File: src/rtl/pwm_pkg.sv
// Shared constants for the PWM peripheral: counter width, output count and default divider.
package pwm_pkg;

  localparam int PWM_WIDTH       = 8;
  localparam int NUM_OUTPUTS     = 16;
  localparam int DEFAULT_CLK_DIV = 13;

  localparam logic [PWM_WIDTH-1:0] DUTY_FULL = '1;

endpackage

File: src/rtl/pwm_timebase.sv
// PWM timebase: prescaler dividing clk by CLK_DIV, 8-bit PWM counter and period-start detect.
module pwm_timebase
  import pwm_pkg::*;
#(
  parameter int CLK_DIV = DEFAULT_CLK_DIV
) (
  input  logic                 clk,
  input  logic                 rst_n,
  output logic [PWM_WIDTH-1:0] pwm_counter,
  output logic                 period_start
);

  localparam int              PRE_W    = (CLK_DIV > 1) ? $clog2(CLK_DIV) : 1;
  localparam logic [PRE_W-1:0] PRE_LAST = PRE_W'(CLK_DIV - 1);

  logic [PRE_W-1:0] prescaler;
  logic             step;

  // With CLK_DIV == 1 PRE_LAST is 0, so step is constant and prescaler never leaves 0.
  assign step = (prescaler == PRE_LAST);

  always_ff @(posedge clk or negedge rst_n) begin
    if (!rst_n) begin
      prescaler   <= '0;
      pwm_counter <= '0;
    end else if (step) begin
      prescaler   <= '0;
      pwm_counter <= pwm_counter + 1'b1;
    end else begin
      prescaler   <= prescaler + 1'b1;
    end
  end

  assign period_start = (prescaler == '0) && (pwm_counter == '0);

endmodule

File: src/rtl/pwm_peripheral.sv
// 16-output PWM peripheral: per-period duty shadow, compare and registered per-pin output muxing.
module pwm_peripheral
  import pwm_pkg::*;
#(
  parameter int CLK_DIV = DEFAULT_CLK_DIV
) (
  input  logic        clk,
  input  logic        rst_n,
  input  logic [7:0]  en_reg_out_7_0,
  input  logic [7:0]  en_reg_out_15_8,
  input  logic [7:0]  en_reg_pwm_7_0,
  input  logic [7:0]  en_reg_pwm_15_8,
  input  logic [7:0]  pwm_duty_cycle,
  output logic [15:0] out,
  output logic        period_tick
);

  logic [PWM_WIDTH-1:0]   pwm_counter;
  logic [PWM_WIDTH-1:0]   duty_shadow;
  logic                   period_start;
  logic                   pwm_level;
  logic [NUM_OUTPUTS-1:0] en_out;
  logic [NUM_OUTPUTS-1:0] en_pwm;
  logic [NUM_OUTPUTS-1:0] out_next;

  // Full scale is forced high so 0xFF never drops low on the last counter step.
  function automatic logic pwm_compare(input logic [PWM_WIDTH-1:0] count,
                                       input logic [PWM_WIDTH-1:0] duty);
    return (duty == DUTY_FULL) || (count < duty);
  endfunction

  pwm_timebase #(
    .CLK_DIV(CLK_DIV)
  ) u_timebase (
    .clk         (clk),
    .rst_n       (rst_n),
    .pwm_counter (pwm_counter),
    .period_start(period_start)
  );

  always_ff @(posedge clk or negedge rst_n) begin
    if (!rst_n) begin
      duty_shadow <= '0;
    end else if (period_start) begin
      duty_shadow <= pwm_duty_cycle;
    end
  end

  assign en_out    = {en_reg_out_15_8, en_reg_out_7_0};
  assign en_pwm    = {en_reg_pwm_15_8, en_reg_pwm_7_0};
  assign pwm_level = pwm_compare(pwm_counter, duty_shadow);

  always_comb begin
    out_next = en_out & (~en_pwm | {NUM_OUTPUTS{pwm_level}});
  end

  // Output stage: pins and period pulse are registered one cycle after the compare.
  always_ff @(posedge clk or negedge rst_n) begin
    if (!rst_n) begin
      out         <= '0;
      period_tick <= 1'b0;
    end else begin
      out         <= out_next;
      period_tick <= period_start;
    end
  end

endmodule

File: config.mk
export PLATFORM = sky130hd
export DESIGN_NAME = pwm_peripheral
export DESIGN_NICKNAME = d
export VERILOG_FILES = /design/src/rtl/pwm_pkg.sv /design/src/rtl/pwm_timebase.sv /design/src/rtl/pwm_peripheral.sv
export SDC_FILE = /design/constraint.sdc
export NUM_CORES = 1
export LEC_CHECK = 0
export BUFFER_PORTS_ARGS = -buffer_cell sky130_fd_sc_hd__buf_2
export CAP_MARGIN = 10
export CORE_UTILIZATION = 53
export CTS_CLUSTER_DIAMETER = 150
export CTS_CLUSTER_SIZE = 28
export DETAILED_ROUTE_END_ITERATION = 8
export PLACE_DENSITY_LB_ADDON = 0.3
export SYNTH_ARGS = -nofsm -noshare
export SYNTH_HDL_FRONTEND = slang
export SYNTH_SLANG_ARGS = --single-unit
File: constraint.sdc
create_clock -name clk -period 4.1 [get_ports clk]
set_clock_uncertainty 0.05 [all_clocks]
set_input_delay 0.82 -clock clk [delete_from_list [all_inputs] [get_ports clk]]
set_output_delay 0.82 -clock clk [all_outputs]
set_load 0.01 [all_outputs]
# After elaboration in Yosys (flattened, before gate mapping)
# Index checks and enable logic that the tools add are counted.
[word_totals]
in_bits = 42
out_inout_bits = 17
reg_bits = 37
word_cells = 18
[op_classes]
bitwise_logic = 3
n_addsub = 2
n_mux = 1
magnitude_cmp = 1
n_eq_ne = 2
reduce_logical = 4
[ops]
columns = ["operator", "n"]
rows = [
  ["bitwise AND 16 bit", 1],
  ["inverter 16 bit", 1],
  ["bitwise OR 16 bit", 1],
  ["adder 8 x 1 -> 8 bit, second input constant", 1],
  ["equality test 8 bit, second input constant", 1],
  ["logical NOT 8 bit", 1],
  ["less-than comparator 8 bit", 1],
  ["adder 4 x 1 -> 4 bit, second input constant", 1],
  ["equality test 4 bit, second input constant", 1],
  ["logical NOT 4 bit", 1],
  ["two-way mux 4 bit", 1],
  ["logical AND 1 bit", 1],
  ["logical OR 1 bit", 1],
]

# Logic depth before layout (Yosys ltp)
# Gate-level depths: netlist of the first run.
[logic_depth]
word_depth = 4
ltp_mapped = 7
ltp_nobuf = 6

# Modules after synthesis
# From an unflattened synthesis of the first run, not the netlist that was laid out.
[hier_totals]
hier_cells = 137
area_unflattened_um2 = 1681.6
[modules_own_cells]
columns = ["mod", "seq_area_each_um2", "area_per_inst_um2", "cells_each", "n_inst"]
rows = [
  ["pwm_peripheral", 625.6, 1109.8, 85, 1],
  ["pwm_timebase", 300.3, 571.8, 52, 1],
]

# Worst setup path after synthesis of the first run
# Ideal clock, no wire load.
[synth_path]
path_kind = "register to register"
from = "register u_timebase.pwm_counter[6]"
to = "register out[10]"
setup_ns = 0.122
path_buffers = 1
arrival_time_ns = 1.573
period_less_slack_ns = 1.745
path_slack_ns = 2.355
required_time_ns = 3.928
path_stages_with_launch = 7
path_cell_list = "dfrtp_1 ha_1 and4_1 o21ai_1 o32ai_4 buf_6 a21boi_2"
[synth_between]
elab_chain_len = 4
[synth_lines]
columns = ["item", "line", "source"]
rows = [
  ["start, declared", "pwm_timebase.sv:9", "output logic [PWM_WIDTH-1:0] pwm_counter,"],
  ["start signal, assigned", "pwm_timebase.sv:28", "pwm_counter <= pwm_counter + 1'b1;"],
  ["less-than comparator 8 bit", "pwm_peripheral.sv:29", "return (duty == DUTY_FULL) || (count < duty);"],
  ["logical OR 1 bit", "pwm_peripheral.sv:29", ""],
  ["bitwise OR 16 bit", "pwm_peripheral.sv:54", "out_next = en_out & (~en_pwm | {NUM_OUTPUTS{pwm_level}});"],
  ["bitwise AND 16 bit", "pwm_peripheral.sv:54", ""],
  ["named net out_next[10]", "pwm_peripheral.sv:24", "logic [NUM_OUTPUTS-1:0] out_next;"],
  ["end signal, assigned", "pwm_peripheral.sv:63", "out <= out_next;"],
  ["end, declared", "pwm_peripheral.sv:14", "output logic [15:0] out,"],
]
# The timed path passes the listed nets, and every way through them passes these cells.
# A chain may end at the register's enable or synchronous reset.

# Worst setup path in the final report of the first run
[layout_path]
from = "register u_timebase.pwm_counter[6]"
to = "register out[2]"
# The elaborated chain is that of the path after synthesis.

==> results of run 1 <==
## sequential cells by signal (all words and copies together), names as in the netlist
| name | count |
|---|---|
| duty_shadow | 8 |
| out | 16 |
| period_tick | 1 |
| u_timebase.prescaler | 4 |
| u_timebase.pwm_counter | 8 |
## metrics by stage
stage	hold slack (ps)	total power, mW
6_report	448	0.713
5_1_grt	483	0.740
4_1_cts	450	0.718
3_5_place_dp	435	0.451
3_3_place_gp	424	0.447
2_1_floorplan	404	0.412
## worst max-delay path by stage
stage                          to  slack (ps)  cells past startpoint
after floorplan           out[10]        2350                      6
after global placement     out[1]        2000                      5
after detailed placement   out[2]        1900                      5
after CTS                  out[2]        1870                      5
after global routing       out[2]        1760                      5
final                      out[2]        1870                      5
## cell type report
class                      instances  share of cell area [%]
tap                               44                    2.60
clock inverter                     2                    1.78
multi-input combinational         74                    33.4
sequential                        37                    43.8
clock buffer                       6                    2.43
inverter                          13                    2.31
timing repair buffer              58                    13.7
## power groups by stage
stage / combinational [mW] / sequential [mW] / clock (mW)
detailed placement: 0.0614 / 0.390 / 0
floorplan: 0.0188 / 0.393 / 0
global route: 0.0672 / 0.384 / 0.289
finish: 0.0601 / 0.382 / 0.270
CTS: 0.0616 / 0.382 / 0.273
global placement: 0.0581 / 0.389 / 0
## cells by family (layout without fill, tap and decap cells)
family,count (synthesis),after routing
DFF,37,37
buffers and inverters,15,79
and+or+nand+nor,20,20
xor gates and xnor gates,8,8
adders and majority gates,11,11
AOI/OAI and AO/OA,27,27
muxes,8,8
## routing by layer
layer / share of wire [%] / up-vias / global-route usage, %
met5: 0 / - / 0
met4: 2.1 / 0 / 9.18
met3: 7.8 / 9 / 8.13
met2: 49 / 51 / 33.0
met1: 41 / 585 / 25.5
li1: - / 565 / -
## cells in the mapped netlist, drive strengths merged (2+ instances only)
| cell type | number | area share, % |
|---|---|---|
| nor2 | 4 | 0.88 |
| a21oi | 2 | 0.59 |
| and4 | 2 | 1.0 |
| xnor2 | 7 | 3.6 |
| and3 | 2 | 0.81 |
| buf | 2 | 0.96 |
| ha | 11 | 8.1 |
| inv | 13 | 2.9 |
| o21ai | 3 | 0.88 |
| mux2 | 8 | 5.3 |
| dfrtp | 37 | 55 |
| nand3 | 2 | 0.59 |
| nand4 | 5 | 2.2 |
| nand2 | 2 | 0.44 |
| a21boi | 16 | 9.3 |
==> metrics.json, run 1 <==
{
  "placement": {
    "post-place-cells": 226,
    "placement.setup.worst_slack_ps": 1900,
    "detailed_place_hpwl_um": 2420,
    "placed_cell_area_mm2": 0.00203,
    "portBuffers": 58,
    "gp_congestion": 0.864
  },
  "worst_setup_path": {
    "crit_arrival_ps": 2380,
    "worst_r2r_startpoint": "u_timebase.pwm_counter[6]",
    "timing.critical_path.fanout_max": 16,
    "critical_path.startpoint_type": "flop",
    "regToRegEndpoint": "out[2]",
    "crit_buf_inv": 0,
    "r2r.worst_path.cells": 5,
    "timing_worst_setup_path_type": "reg2reg",
    "r2r_slack_ps": 1870,
    "timing.critical_path.from": "u_timebase.pwm_counter[6]",
    "max_stage_delay_ps": 740,
    "critical_path.cell_chain": "ha_1, and4_1, o21ai_1, o32ai_4, a21boi_0",
    "worst-endpoint-required_ps": 4250,
    "critical-path-top-delay-family": "compound AO/OA/AOI/OAI gates",
    "cp_slowest_cell": "o32ai_4",
    "worst_setup_path_end_kind": "flop"
  },
  "synth": {
    "ys.flop_type": "dfrtp_1",
    "post_synth_fa_ha_maj_area_fraction_pct": 8.11,
    "synth.yosys.seq_area_share_pct": 54.6,
    "count_of_state_elements_after_synthesis": 37,
    "yosys-mux-area-fraction_pct": 5.31,
    "post_synth_instance_area_mm2": 0.00170,
    "ys.warnings.count": 0,
    "synth_edf_count": 0,
    "synth-simple-area-share_pct": 8.04,
    "synth_cells": 126,
    "synth_top_family_by_area": "compound AO/OA/AOI/OAI gates",
    "synth_fp_nets": 179,
    "synth-xor-area-share_pct": 4.13,
    "synth.lib_cells_used.distinct": 30,
    "post_synth.cell_area_avg_um2": 13.5,
    "synth_compound_gate_area_share_pct": 16.0,
    "post_synthesis_async_set_or_reset_flop_share_pct": 100
  },
  "pwr": {
    "combPwrFrac_pct": 8.4,
    "net-switching-power_uw": 159,
    "powerDensity_mw_per_mm2": 337,
    "pwr-share-seq_pct": 53.6,
    "ir_drop_mv": 0.196,
    "p_int_uw": 554,
    "power.clock.fraction_pct": 37.9,
    "power_switching_share_pct": 22.3,
    "power.static_leakage_nw": 1.10
  },
  "grt": {
    "first_global_vias": 1152,
    "grt_start_max_net_pins": 38,
    "global_route.usage.total_pct": 20.9,
    "grt-ovfl-total": 0,
    "initial_antenna_violation_count": 0,
    "grt_first_pass_wirelength_um": 5110
  },
  "final_layout": {
    "final_core_util_pct": 69.3,
    "commonest_non_fill_non_tap_cells_in_the_layout": "buf_2 (58), dfrtp_1 (37), inv_1 (13), ha_1 (11), a21boi_2 (10)",
    "finalNetCount": 242,
    "fraction_of_final_layout_cells_sized_beyond_drive_strength_1_pct": 47.4,
    "num_antenna_cells": 0,
    "post-route-cell-area_mm2": 0.00211,
    "layout.filler_cells": 238,
    "ff_latch_area_um2": 926,
    "finalNonFillerCells": 234,
    "synthToLayoutAreaGrowth_pct": 24.6,
    "final_common_cell": "buf_2",
    "multi_input_comb_area_um2": 706
  },
  "clock_tree": {
    "clock_sinks": 37,
    "ctsHoldBuffers": 0,
    "clkSlewWorstSetupHoldPaths_ps": 110,
    "clock_insertion_delay_worst_skew_ps": 350,
    "number_of_clock_buffers_inserted_by_tritoncts": 5,
    "root_buffer": "clkbuf_4",
    "cts_tree": "done",
    "clockBufferDepth": 2,
    "cts-resized-gates": 0,
    "level_count_of_the_clock_h_tree": 2,
    "postCtsSetupBuffers": 0
  },
  "timing": {
    "final_hold_vio_count": 0,
    "fin_setup_tns_ps": 0,
    "setup_repair_after_global_routing_missed_its_margin": "false",
    "tightest_slew_ps": 801,
    "post-route-worst-setup-slack_ps": 1870,
    "max-slew-margin-rel_pct": 46.6,
    "max_slew_violation_count": 0,
    "maxClockFrequency_mhz": 448,
    "finalCritPeriodShare_pct": 54.4,
    "final-setup-viol-count": 0,
    "timing.final.crit_period_ps": 2230
  },
  "detailed_routing": {
    "drt_pre_antenna_iters": 4,
    "drt-vias-per-instance": 5.17,
    "finalWirelength_um": 3160,
    "drt-wirelength-per-cell_um": 13.5,
    "antenna_violating_nets_post_route": 0,
    "vias": 1210,
    "drtIter0Drc": 31,
    "drt_drc_violations_left": 0
  },
  "floorplan": {
    "die_width_um": 58.6,
    "die_footprint_mm2": 0.00343,
    "fp-row-count": 20,
    "io_pins": 59,
    "die_height_um": 58.6,
    "placeableCoreArea_mm2": 0.00305,
    "initial_utilization_pct": 55.6
  },
  "hold_path": {
    "worstHoldPathCells": 1,
    "min-delay-start": "u_timebase.prescaler[0]",
    "min_path_type": "reg2reg",
    "min_delay_worst_endpoint": "u_timebase.prescaler[0]"
  },
  "job": {
    "maxCapViolCount": 0
  },
  "outcome": {
    "result_of_the_run": "complete, no violations"
  }
}
Power figures use the tool's default switching activity.
==> run 2, diff against run 1 <==
CORE_UTILIZATION = 44   (was 53)
clock period = 1.9 ns   (was 4.1 ns; I/O delays follow)
==> run 2 against run 1 <==
Cell count grew 6.0%; largest cell class unchanged; critical endpoint is now out[14]; sequential power grew 120%; first-iteration DRC count shrank 55%.
==> metrics.json, run 2 (same netlist as run 1, synthesis figures left out) <==
{
  "worst_setup_path": {
    "worst_setup_path_end_kind": "flop",
    "cp_slowest_cell": "dfrtp_1",
    "critical-path-top-delay-family": "compound AO/OA/AOI/OAI gates",
    "critical_path.startpoint_type": "flop",
    "crit_buf_inv": 1,
    "worst-endpoint-required_ps": 2030,
    "crit_arrival_ps": 1970,
    "timing.critical_path.from": "u_timebase.pwm_counter[5]",
    "critical_path.cell_chain": "ha_1, and4_1, o21ai_1, o32ai_4, clkbuf_16, a21boi_2",
    "worst_r2r_startpoint": "u_timebase.pwm_counter[5]",
    "regToRegEndpoint": "out[14]",
    "timing_worst_setup_path_type": "reg2reg",
    "r2r.worst_path.cells": 6,
    "timing.critical_path.fanout_max": 8,
    "r2r_slack_ps": 60,
    "max_stage_delay_ps": 420
  },
  "detailed_routing": {
    "drt-vias-per-instance": 4.96,
    "drtIter0Drc": 14,
    "antenna_violating_nets_post_route": 0,
    "vias": 1231,
    "finalWirelength_um": 3430,
    "drt_drc_violations_left": 0,
    "drt-wirelength-per-cell_um": 13.8,
    "drt_pre_antenna_iters": 4
  },
  "timing": {
    "tightest_slew_ps": 448,
    "whs_ps": 194,
    "timing.final.crit_period_ps": 1840,
    "fin_setup_tns_ps": 0,
    "max-slew-margin-rel_pct": 70.1,
    "final_hold_vio_count": 0,
    "maxClockFrequency_mhz": 543,
    "finalCritPeriodShare_pct": 97.0,
    "final-setup-viol-count": 0,
    "post-route-worst-setup-slack_ps": 57.9,
    "max_slew_violation_count": 0
  },
  "floorplan": {
    "io_pins": 59,
    "die_height_um": 64.1,
    "die_footprint_mm2": 0.00411,
    "placeableCoreArea_mm2": 0.00369,
    "fp-row-count": 22,
    "initial_utilization_pct": 46.0,
    "die_width_um": 64.1
  },
  "final_layout": {
    "final_core_util_pct": 62.3,
    "post-route-cell-area_mm2": 0.00230,
    "num_antenna_cells": 0,
    "largest_register_ffs": 16,
    "fraction_of_final_layout_cells_sized_beyond_drive_strength_1_pct": 51.5,
    "synthToLayoutAreaGrowth_pct": 35.5,
    "layout_top_registers": "out (16), duty_shadow (8), u_timebase.pwm_counter (8)",
    "commonest_non_fill_non_tap_cells_in_the_layout": "buf_2 (58), dfrtp_1 (37), inv_1 (12), a21boi_2 (10), ha_1 (9)",
    "registers.top_by_ff_count": "out",
    "final_common_cell": "buf_2",
    "finalNetCount": 252,
    "finalNonFillerCells": 248
  },
  "placement": {
    "detailed_place_hpwl_um": 2510,
    "placement.setup.worst_slack_ps": 33.0,
    "gp_congestion": 0.821,
    "post-place-cells": 236,
    "portBuffers": 58,
    "placed_cell_area_mm2": 0.00210
  },
  "clock_tree": {
    "level_count_of_the_clock_h_tree": 2,
    "number_of_clock_buffers_inserted_by_tritoncts": 5,
    "clkSlewWorstSetupHoldPaths_ps": 80,
    "clockBufferDepth": 2,
    "cts_tree": "done",
    "clock_insertion_delay_worst_skew_ps": 290,
    "root_buffer": "clkbuf_8",
    "clock_sinks": 37
  },
  "hold_path": {
    "min-delay-start": "en_reg_pwm_7_0[6]",
    "min_path_type": "in2reg",
    "min_delay_worst_endpoint": "out[6]",
    "worstHoldPathCells": 2
  },
  "pwr": {
    "finalPower_mw": 1.68,
    "powerDensity_mw_per_mm2": 728,
    "power.static_leakage_nw": 1.17,
    "ir_drop_mv": 0.420
  },
  "grt": {
    "global_route.usage.total_pct": 17.9,
    "grt_first_pass_wirelength_um": 5550,
    "first_global_vias": 1284,
    "initial_antenna_violation_count": 0,
    "grt-ovfl-total": 0,
    "grt_start_max_net_pins": 21
  },
  "job": {
    "maxCapViolCount": 0
  },
  "outcome": {
    "result_of_the_run": "complete, no violations"
  }
}
-- run 2: changes by cell type in the layout (fill, tap and decap cells not counted), sizes merged --
cell,previous run,this run
dlygate4sd3,0,1
buf,58,66
clkbuf,6,7
-- run 2: how the worst max path moves through the flow --
| stage | to | slack (ps) | cells after the start |
|---|---|---|---|
| global route | out[3] | -5 | 6 |
| global placement | duty_shadow[6] | 170 | 5 |
| CTS | out[15] | 20 | 7 |
| finish | out[14] | 60 | 6 |
| floorplan | out[10] | 150 | 6 |
| detailed placement | out[15] | 30 | 7 |
-- run 2: timing repair --
| action | 4_1_cts | 5_1_grt |
|---|---|---|
| resized for setup | 0 | 4 |
| setup endpoints to repair | 0 | 6 |
| buffers inserted | 0 | 2 |
| hold buffers | 1 | 0 |
| hold endpoints to repair | 19 | 0 |
-- run 2: power breakdown --
| part | internal (mW) | switching [mW] |
|---|---|---|
| Clock | 0.427 | 0.280 |
| Sequential | 0.813 | 0.0118 |
| Combinational | 0.0786 | 0.0645 |
-- run 2: metal layers --
metal	up-vias	part of all wire (%)	GRT usage (%)
li1	585	-	-
met1	593	40	21.2
met2	46	51	30.2
met3	7	6.7	6.07
met4	0	2.3	6.67
met5	-	0	0
-- run 2: final cells by class --
type / count / area, um^2
Clock buffer: 6 / 82.6
Timing Repair Buffer: 68 / 410
Inverter: 13 / 48.8
Tap cell: 48 / 60.1
Multi-Input combinational cell: 74 / 734
Sequential cell: 37 / 926
Fill cell: 301 / 1390
Clock inverter: 2 / 37.5
==> run 3, diff against run 2 <==
ABC_AREA = 1   (was unset)
CORE_UTILIZATION = 45   (was 44)
PLACE_DENSITY = 0.75   (was unset)
PLACE_DENSITY_LB_ADDON = unset   (was 0.3)
==> run 3 against run 2 <==
Fmax is 8.2% higher; cell count grew 22%; sequential share of layout area grew 0.56 points; setup slack improved by 140 ps; first-iteration DRC count rose to 6.5 times the previous value; clock power decreased by 26%; global-route usage down 0.43 points; wire length shrank 2.0%; sequential power decreased by 0.5%; core utilization is 2.6 points lower; sequential cell count stayed put; die area up 6.0%; critical endpoint is now out[15].
==> metrics.json, run 3 <==
{
  "hold_path": {
    "min-delay-start": "en_reg_out_7_0[7]",
    "min_delay_worst_endpoint": "out[7]",
    "worstHoldPathCells": 3,
    "min_path_type": "in2reg"
  },
  "clock_tree": {
    "clkSlewWorstSetupHoldPaths_ps": 70,
    "cts_tree": "done",
    "level_count_of_the_clock_h_tree": 2,
    "clock_insertion_delay_worst_skew_ps": 290,
    "clockBufferDepth": 2,
    "clock_sinks": 37,
    "number_of_clock_buffers_inserted_by_tritoncts": 5,
    "root_buffer": "clkbuf_8",
    "cts-resized-gates": 0
  },
  "pwr": {
    "p_int_mw": 1.13,
    "power.clock.fraction_pct": 35.2,
    "power_switching_share_pct": 23.6,
    "powerDensity_mw_per_mm2": 653,
    "pwr-share-seq_pct": 55.4,
    "power.static_leakage_nw": 1.25,
    "combPwrFrac_pct": 9.4,
    "net-switching-power_uw": 349,
    "ir_drop_mv": 0.415
  },
  "final_layout": {
    "fraction_of_final_layout_cells_sized_beyond_drive_strength_1_pct": 36.9,
    "synthToLayoutAreaGrowth_pct": 23.1,
    "ff_latch_area_um2": 926,
    "final_common_cell": "buf_2",
    "commonest_non_fill_non_tap_cells_in_the_layout": "buf_2 (58), nand2_1 (42), dfrtp_1 (37), inv_1 (36), nand3_2 (12)",
    "layout_top_registers": "out (16), duty_shadow (8), u_timebase.pwm_counter (8)",
    "finalNetCount": 307,
    "multi_input_comb_area_um2": 728,
    "num_antenna_cells": 0,
    "layout.filler_cells": 343,
    "largest_register_ffs": 16,
    "post-route-cell-area_mm2": 0.00227,
    "registers.top_by_ff_count": "out"
  },
  "worst_setup_path": {
    "r2r.worst_path.cells": 9,
    "path_common_cell": "inv_1",
    "cp_slowest_cell": "dfrtp_1",
    "timing.critical_path.fanout_max": 16,
    "worst-endpoint-required_ps": 2090,
    "worst_r2r_startpoint": "duty_shadow[5]",
    "max_stage_delay_ps": 360,
    "crit_arrival_ps": 1890,
    "regToRegEndpoint": "out[15]",
    "critical_path.cell_chain": "inv_1, ha_1, a21oi_1, nor2_1, nor3_2, nand2_4, nand3_1, nand2_1, inv_1",
    "r2r_slack_ps": 200,
    "timing_worst_setup_path_type": "reg2reg",
    "critical_path.startpoint_type": "flop",
    "worst_setup_path_end_kind": "flop"
  },
  "outcome": {
    "result_of_the_run": "complete, no violations"
  },
  "synth": {
    "synth_edf_count": 0,
    "post_synth_instance_area_mm2": 0.00184,
    "count_of_state_elements_after_synthesis": 37,
    "synth.yosys.seq_area_share_pct": 50.2,
    "post_synth.cell_area_avg_um2": 9.70,
    "count_leader_synth": "nand2_1",
    "synth.cells.most_frequent": "nand2_1 (42), dfrtp_1 (37), inv_1 (36), nand3_2 (12), ha_1 (11)",
    "post_synthesis_async_set_or_reset_flop_share_pct": 100,
    "synth_fp_nets": 243,
    "synth_area_leaders": "dfrtp_1 (50%), nand2_1 (8.6%), ha_1 (7.5%)",
    "synth_top_area_share_pct": 50.2,
    "cell_type_with_the_largest_total_area_after_synthesis": "dfrtp_1",
    "synth.lib_cells_used.distinct": 25,
    "ys.warnings.count": 0,
    "ys.flop_type": "dfrtp_1",
    "synth_cells": 190
  },
  "detailed_routing": {
    "drtIter0Drc": 91,
    "drt_drc_violations_left": 0,
    "drt-vias-per-instance": 4.56,
    "drt-wirelength-per-cell_um": 11.1,
    "finalWirelength_um": 3360,
    "antenna_violating_nets_post_route": 0,
    "vias": 1382,
    "drt_pre_antenna_iters": 4
  },
  "grt": {
    "first_global_vias": 1301,
    "initial_antenna_violation_count": 0,
    "grt_first_pass_wirelength_um": 5600,
    "grt-ovfl-total": 0,
    "grt_start_max_net_pins": 38,
    "global_route.usage.total_pct": 17.5
  },
  "placement": {
    "portBuffers": 58,
    "gp_congestion": 0.788,
    "detailed_place_hpwl_um": 2570,
    "placed_cell_area_mm2": 0.00218
  },
  "job": {
    "maxCapViolCount": 0
  },
  "floorplan": {
    "placeableCoreArea_mm2": 0.00380,
    "die_width_um": 66.0,
    "die_footprint_mm2": 0.00436,
    "initial_utilization_pct": 48.5,
    "fp-row-count": 22,
    "die_height_um": 66.0,
    "io_pins": 59
  },
  "timing": {
    "tightest_slew_ps": 401,
    "timing.final.crit_period_ps": 1700,
    "max-slew-margin-rel_pct": 73.2,
    "fin_setup_tns_ps": 0,
    "maxClockFrequency_mhz": 587,
    "final_hold_vio_count": 0,
    "setup_repair_after_global_routing_missed_its_margin": "false",
    "finalCritPeriodShare_pct": 89.6,
    "max_slew_violation_count": 0,
    "final-setup-viol-count": 0
  }
}
run 3: cell families after synthesis:
| kind of cell | share of synthesized area (%) |
|---|---|
| AOI/OAI and AO/OA | 3.46 |
| xor gates and xnor gates | 3.80 |
| adders and majority gates | 7.47 |
| buffers and inverters | 10.3 |
| DFF | 50.2 |
| and+or+nand+nor | 24.8 |
run 3: how the worst max path moves through the flow:
stage | startpoint | end | slack, ps | depth (start not counted)
global placement | duty_shadow[5] | out[0] | 270 | 9
global route | duty_shadow[5] | out[15] | 50 | 9
CTS | duty_shadow[5] | out[15] | 170 | 9
detailed placement | duty_shadow[5] | out[15] | 190 | 9
finish | duty_shadow[5] | out[15] | 200 | 9
floorplan | u_timebase.pwm_counter[5] | out[10] | 350 | 9
run 3: power by group through the flow:
stage	combinational [mW]	clock, mW	sequential [mW]
global route	0.158	0.568	0.823
finish	0.139	0.521	0.821
detailed placement	0.141	0	0.836
CTS	0.143	0.542	0.821
floorplan	0.0399	0	0.846
global placement	0.136	0	0.836
run 3: area by class of cell:
type / count / share of cell area, %
inverters: 40 / 6.67
repair buffers: 60 / 14.1
multi-input cells: 110 / 32.1
well taps: 48 / 2.65
clock buffers: 6 / 3.20
clock inverters: 2 / 0.441
flip-flops and latches: 37 / 40.8
run 3: timing repair:
action                    4_1_cts  5_1_grt
hold buffers                    1        0
buffers inserted                0        0
hold endpoints to repair       37        0
run 3: metrics by stage:
stage	util, %	total power, mW	std cells	setup WS (ps)	hold slack (ps)
after CTS	59.7	1.51	303	174	218
after global placement	57.3	0.972	294	274	308
after floorplan	-	0.886	190	350	34.4
final	59.7	1.48	303	198	223
after detailed placement	57.3	0.977	294	192	311
after global routing	59.7	1.55	303	54.7	217
run 3: metal layers:
metal / GRT usage [%] / vias to the layer above / share of wire, %
met5: 0 / - / 0
met4: 7.98 / 0 / 1.6
met3: 5.34 / 7 / 6.3
met2: 27.7 / 39 / 48
met1: 21.8 / 628 / 44
li1: - / 708 / -
run 3: critical path, delay by kind of cell, from the launching register on:
kind            cells  cell delay [ps]
fa+ha+maj           1              280
flops               1              360
buf+inv             2              200
compound gates      1              150
simple gates        5              610
